<file path="src/rtl/ghost_dir_picker.sv">
// Ghost direction picker: draws random legal headings without reversing,
// falling back to a fixed priority pick after MAX_TRIES rejected draws.
module ghost_dir_picker #(
  parameter int MAX_TRIES = 8
) (
  input  logic       i_clk,
  input  logic       i_rst_n,
  input  logic [3:0] i_random,
  input  logic       i_req,
  input  logic [3:0] i_legal,
  input  logic [1:0] i_cur_dir,
  output logic [1:0] o_dir,
  output logic       o_valid,
  output logic       o_busy,
  output logic       o_stuck
);

  typedef enum logic {IDLE, DRAW} state_t;

  state_t     state_q, state_d;
  logic [3:0] try_q, try_d;
  logic [3:0] mask_q, mask_d;
  logic [1:0] cur_q, cur_d;
  logic       stuck_pend_q, stuck_pend_d;
  logic [1:0] dir_d;
  logic       valid_d, stuck_d;

  logic [3:0] rev_onehot, excl_mask, new_mask;
  logic [1:0] cand, fallback;

  assign rev_onehot = 4'b0001 << (i_cur_dir ^ 2'd2);
  assign excl_mask  = i_legal & ~rev_onehot;
  // Reversing is only allowed when it is the one remaining way out.
  assign new_mask   = (excl_mask != 4'b0000) ? excl_mask : i_legal;
  assign cand       = i_random[1:0];
  assign o_busy     = (state_q == DRAW);

  always_comb begin
    fallback = 2'd0;
    for (int i = 3; i >= 0; i--) begin
      if (mask_q[i]) fallback = 2'(i);
    end
  end

  // NOTE: every signal gets its default before the case so no path leaves it
  // unassigned; otherwise synthesis infers a latch to hold the old value.
  always_comb begin
    state_d      = state_q;
    try_d        = try_q;
    mask_d       = mask_q;
    cur_d        = cur_q;
    stuck_pend_d = stuck_pend_q;
    dir_d        = o_dir;
    valid_d      = 1'b0;
    stuck_d      = 1'b0;

    case (state_q)
      IDLE: begin
        if (stuck_pend_q) begin
          // Requests arriving while a stuck report is pending are dropped.
          valid_d      = 1'b1;
          stuck_d      = 1'b1;
          dir_d        = cur_q;
          stuck_pend_d = 1'b0;
        end else if (i_req) begin
          cur_d  = i_cur_dir;
          mask_d = new_mask;
          if (i_legal == 4'b0000) begin
            stuck_pend_d = 1'b1;
          end else begin
            state_d = DRAW;
            try_d   = 4'd0;
          end
        end
      end
      DRAW: begin
        if (mask_q[cand]) begin
          dir_d   = cand;
          valid_d = 1'b1;
          state_d = IDLE;
        end else if (try_q == 4'(MAX_TRIES - 1)) begin
          dir_d   = fallback;
          valid_d = 1'b1;
          state_d = IDLE;
        end else begin
          try_d = try_q + 4'd1;
        end
      end
      default: state_d = IDLE;
    endcase
  end

  // NOTE: state registers use non-blocking assignments so every flop samples
  // the pre-edge values regardless of statement order.
  always_ff @(posedge i_clk or negedge i_rst_n) begin
    if (!i_rst_n) begin
      state_q      <= IDLE;
      try_q        <= 4'd0;
      mask_q       <= 4'd0;
      cur_q        <= 2'd0;
      stuck_pend_q <= 1'b0;
      o_dir        <= 2'd0;
      o_valid      <= 1'b0;
      o_stuck      <= 1'b0;
    end else begin
      state_q      <= state_d;
      try_q        <= try_d;
      mask_q       <= mask_d;
      cur_q        <= cur_d;
      stuck_pend_q <= stuck_pend_d;
      o_dir        <= dir_d;
      o_valid      <= valid_d;
      o_stuck      <= stuck_d;
    end
  end

endmodule

</file>
<file path="config.mk">
export PLATFORM = sky130hd
export DESIGN_NAME = ghost_dir_picker
export DESIGN_NICKNAME = d
export VERILOG_FILES = /design/src/rtl/ghost_dir_picker.sv
export SDC_FILE = /design/constraint.sdc
export NUM_CORES = 1
export LEC_CHECK = 0
export CAP_MARGIN = 20
export CORE_ASPECT_RATIO = 0.6
export CORE_MARGIN = 3
export CORE_UTILIZATION = 30
export DETAILED_ROUTE_END_ITERATION = 7
export GPL_TIMING_DRIVEN = 1
export PLACE_DENSITY = 0.56
export SYNTH_ARGS = -nofsm -noshare
export SYNTH_HDL_FRONTEND = slang
export SYNTH_SLANG_ARGS = --single-unit
</file>
<file path="constraint.sdc">
create_clock -name i_clk -period 2.4 [get_ports i_clk]
set_input_delay 0.48 -clock i_clk [delete_from_list [all_inputs] [get_ports i_clk]]
set_output_delay 0.48 -clock i_clk [all_outputs]
set_load 0.05 [all_outputs]
</file>
==> results.sh <==
export IMPL_status="finished clean"
export IMPL_total_congestion_overflow=0
export IMPL_drc_errors_left=0
export IMPL_cts_inserted_buffers=3
export IMPL_grt_antenna_before_repair=0
export IMPL_detailed_route_wire_length_um=1720
export IMPL_grt_pass1_wl_um=2810
export IMPL_drt_first_iter_violations=37
export IMPL_clock_tree_from_tritoncts="done"
export IMPL_path_class="in -> reg"
export IMPL_clock_path_buffers=2
export IMPL_hold_ws_ns=0.485
export IMPL_num_vias=672
export IMPL_detailed_place_hpwl_um=1320
export IMPL_finalHoldViolCount=0
export IMPL_design_portCount=18
export IMPL_pin_count_of_the_biggest_net_entering_global_routing=17
export IMPL_design_final_nets=114
export IMPL_place_ws_ns=0.0569
export IMPL_report_final_slew_viol_count=0
export IMPL_design_die_area_um2=3460
export IMPL_totalNegativeSetupSlack_ns=0
export IMPL_vias_per_cell=5.13
export IMPL_routabilityCongestion=0.786
export IMPL_crit_arrival_ns=2.18
export IMPL_syn_inst=81
export IMPL_timing_final_crit_period_ns=2.06
export IMPL_grt_setup_unrepaired="false"
export IMPL_ys_ff_latch=16
export IMPL_floorplan_rows=14
export IMPL_ys_warn_count=0
export IMPL_seq_area_frac_synth=0.481
export IMPL_path_max_fanout=5
export IMPL_cts_sinks=16
export IMPL_hp_class="reg -> reg"
export IMPL_clock_skew_ns=0.00195
export IMPL_required_ns=2.51
export IMPL_coreArea_um2=2570
export IMPL_power_density_nw_per_um2=1180
export IMPL_detailed_routing_iteration_count_for_the_pre_antenna_repair_pass=4
export IMPL_number_of_global_route_vias_before_repair=592
export IMPL_detail_route_wl_per_cell_um=13.1
export IMPL_chipHeight_um=46.8
export IMPL_timing_final_crit_share=0.860
export IMPL_cts_htree_levels=1
export IMPL_worst_skew_pair_late_latency_ns=0.25
export IMPL_setup_violations=0
export IMPL_syn_cell_area_um2=832
export IMPL_postSynthNetCount=95
export IMPL_crit_slowest_cell="sky130_fd_sc_hd__mux4_2"
export IMPL_syn_mean_instance_area_um2=10.3
export IMPL_num_antenna_cells=0
export IMPL_synth_cell_types=28
export IMPL_power_leakage_nw=0.452
export IMPL_setup_ws_ns=0.337
export IMPL_die_x_um=74.0
export IMPL_cts_setup_buffers=0
export IMPL_ctsHoldBuffers=0
export IMPL_tightest_slew_ns=0.708
export IMPL_clkSlewWorstSetupHoldPaths_ns=0.06
export IMPL_largest_voltage_drop_on_the_vdd_net_mv=0.278
export IMPL_setup_worst_path_start_class="input pin"
export IMPL_max_cap_viol_count=0
export IMPL_slew_headroom=0.527
export IMPL_cp_slowest_stage_delay_ns=0.57
export IMPL_grt_total_usage=0.112
export IMPL_achievable_frequency_mhz=485
export IMPL_ctsResizeCount=0
export IMPL_initial_core_util=0.323
export IMPL_final_layout_size_suffix_gt1_frac=0.121
export IMPL_drtAntennaViolNets=0
export IMPL_crit_chain="clkdlybuf4s50_1 -> mux4_2 -> o32ai_1 -> o221ai_1"
export IMPL_worst_setup_path_end_kind="flop"
export IMPL_port_buffer_count=15
export IMPL_syn_to_final_growth_pct=30.4
export IMPL_clock_tree_root_cell="sky130_fd_sc_hd__clkbuf_8"
-- power breakdown --
part | internal [W] | switching (W)
combinational | 0.000258 | 0.000325
clock | 0.000146 | 0.0000906
sequential | 0.000377 | 0.0000891
-- through the flow --
step,power (W),util,instance area [µm²],std cells
after floorplan,0.000864,-,832,81
after global placement,0.00105,0.400,1030,127
after detailed placement,0.00106,0.400,1030,127
after CTS,0.00129,0.421,1080,131
after global routing,0.00137,0.421,1080,131
final,0.00128,0.421,1080,131
-- cells by family after synthesis --
kind of cell | synth area share
AND/OR/NAND/NOR | 0.180
AO/OA/AOI/OAI | 0.161
flip-flops | 0.481
multiplexers | 0.126
buffers and inverters | 0.0361
adder cells (fa/ha/maj) | 0.0150
-- cells in the final DEF, fill, tap and decap left out, types with 2 or more instances in the layout --
cell type	netlist	layout
sky130_fd_sc_hd__o21ai_0	8	8
sky130_fd_sc_hd__nor4_1	2	2
sky130_fd_sc_hd__nor3_1	3	3
sky130_fd_sc_hd__dfrtp_1	16	16
sky130_fd_sc_hd__nand3_1	3	3
sky130_fd_sc_hd__mux2i_1	6	6
sky130_fd_sc_hd__nand2_1	10	10
sky130_fd_sc_hd__clkdlybuf4s50_1	0	15
sky130_fd_sc_hd__inv_1	4	4
sky130_fd_sc_hd__o32ai_1	3	3
sky130_fd_sc_hd__buf_4	0	3
sky130_fd_sc_hd__clkbuf_8	0	4
sky130_fd_sc_hd__mux2_2	2	2
sky130_fd_sc_hd__nand2b_1	3	3
sky130_fd_sc_hd__nor2b_1	2	2
-- final cells by class --
class | count | area, µm²
Fill cell | 238 | 1490
Multi-Input combinational cell | 57 | 402
Sequential cell | 16 | 400
Timing Repair Buffer | 18 | 173
Clock buffer | 4 | 55.1
Tap cell | 32 | 40.0
Inverter | 4 | 15.0
-- sequential cells by signal (all words and copies together) (netlist names) --
signal / cells
o_valid: 1
o_busy: 1
o_dir: 2
cur_q: 2
try_q: 4
o_stuck: 1
mask_q: 4
stuck_pend_q: 1
-- layer usage --
| metal | global-route usage | vias to the layer above | share of wire |
|---|---|---|---|
| li1 | - | 334 | - |
| met1 | 0.162 | 316 | 0.51 |
| met2 | 0.144 | 20 | 0.40 |
| met3 | 0.0598 | 2 | 0.088 |
| met4 | 0.0217 | 0 | 0.0064 |
| met5 | 0 | - | 0 |
-- worst paths after layout --
| path | from | end | slack [ns] | depth (start not counted) |
|---|---|---|---|---|
| hold reg to reg | try_q[3]$_DFFE_PN0P_ | try_q[3]$_DFFE_PN0P_ | 0.48 | 1 |
| max in group asynchronous | i_rst_n | stuck_pend_q$_DFFE_PN0N_ | 1.30 | 1 |
| setup reg to reg | o_busy$_DFF_PN0_ | try_q[2]$_DFFE_PN0P_ | 0.63 | 4 |
| hold / removal | try_q[3]$_DFFE_PN0P_ | try_q[3]$_DFFE_PN0P_ | 0.48 | 1 |
| setup / recovery | i_random[1] | try_q[2]$_DFFE_PN0P_ | 0.34 | 4 |
| min in group asynchronous | i_rst_n | try_q[1]$_DFFE_PN0P_ | 0.66 | 1 |
-- critical path, delay by kind of cell --
family	cells	cell delay [ns]
compound gates	2	0.63
buf+inv	1	0.49
mux	1	0.57
-- cell usage after synthesis --
cell type | number | share of area
sky130_fd_sc_hd__inv_1 | 4 | 0.018
sky130_fd_sc_hd__nor4_1 | 2 | 0.015
sky130_fd_sc_hd__mux2i_1 | 6 | 0.072
sky130_fd_sc_hd__o31ai_1 | 1 | 0.0090
sky130_fd_sc_hd__or3b_2 | 1 | 0.011
sky130_fd_sc_hd__o221ai_1 | 1 | 0.011
sky130_fd_sc_hd__o311ai_0 | 1 | 0.011
sky130_fd_sc_hd__or3_4 | 1 | 0.014
sky130_fd_sc_hd__nor2b_1 | 2 | 0.015
sky130_fd_sc_hd__o21a_1 | 1 | 0.0090
sky130_fd_sc_hd__nand2_1 | 10 | 0.045
sky130_fd_sc_hd__a31o_1 | 1 | 0.011
sky130_fd_sc_hd__o21ai_0 | 8 | 0.048
sky130_fd_sc_hd__nor2_1 | 1 | 0.0045
sky130_fd_sc_hd__o32a_1 | 1 | 0.012
sky130_fd_sc_hd__nor3_1 | 3 | 0.018
sky130_fd_sc_hd__clkbuf_1 | 4 | 0.018
sky130_fd_sc_hd__o211ai_1 | 1 | 0.0090
sky130_fd_sc_hd__mux2_2 | 2 | 0.027
sky130_fd_sc_hd__nand3_1 | 3 | 0.018
sky130_fd_sc_hd__nand2b_1 | 3 | 0.023
sky130_fd_sc_hd__ha_1 | 1 | 0.015
sky130_fd_sc_hd__o32ai_1 | 3 | 0.032
sky130_fd_sc_hd__and3b_1 | 1 | 0.011
sky130_fd_sc_hd__dfrtp_1 | 16 | 0.48
sky130_fd_sc_hd__mux4_2 | 1 | 0.027
sky130_fd_sc_hd__o2111ai_1 | 1 | 0.011
sky130_fd_sc_hd__or3_1 | 1 | 0.0075
(Power assumes the default switching activity.)
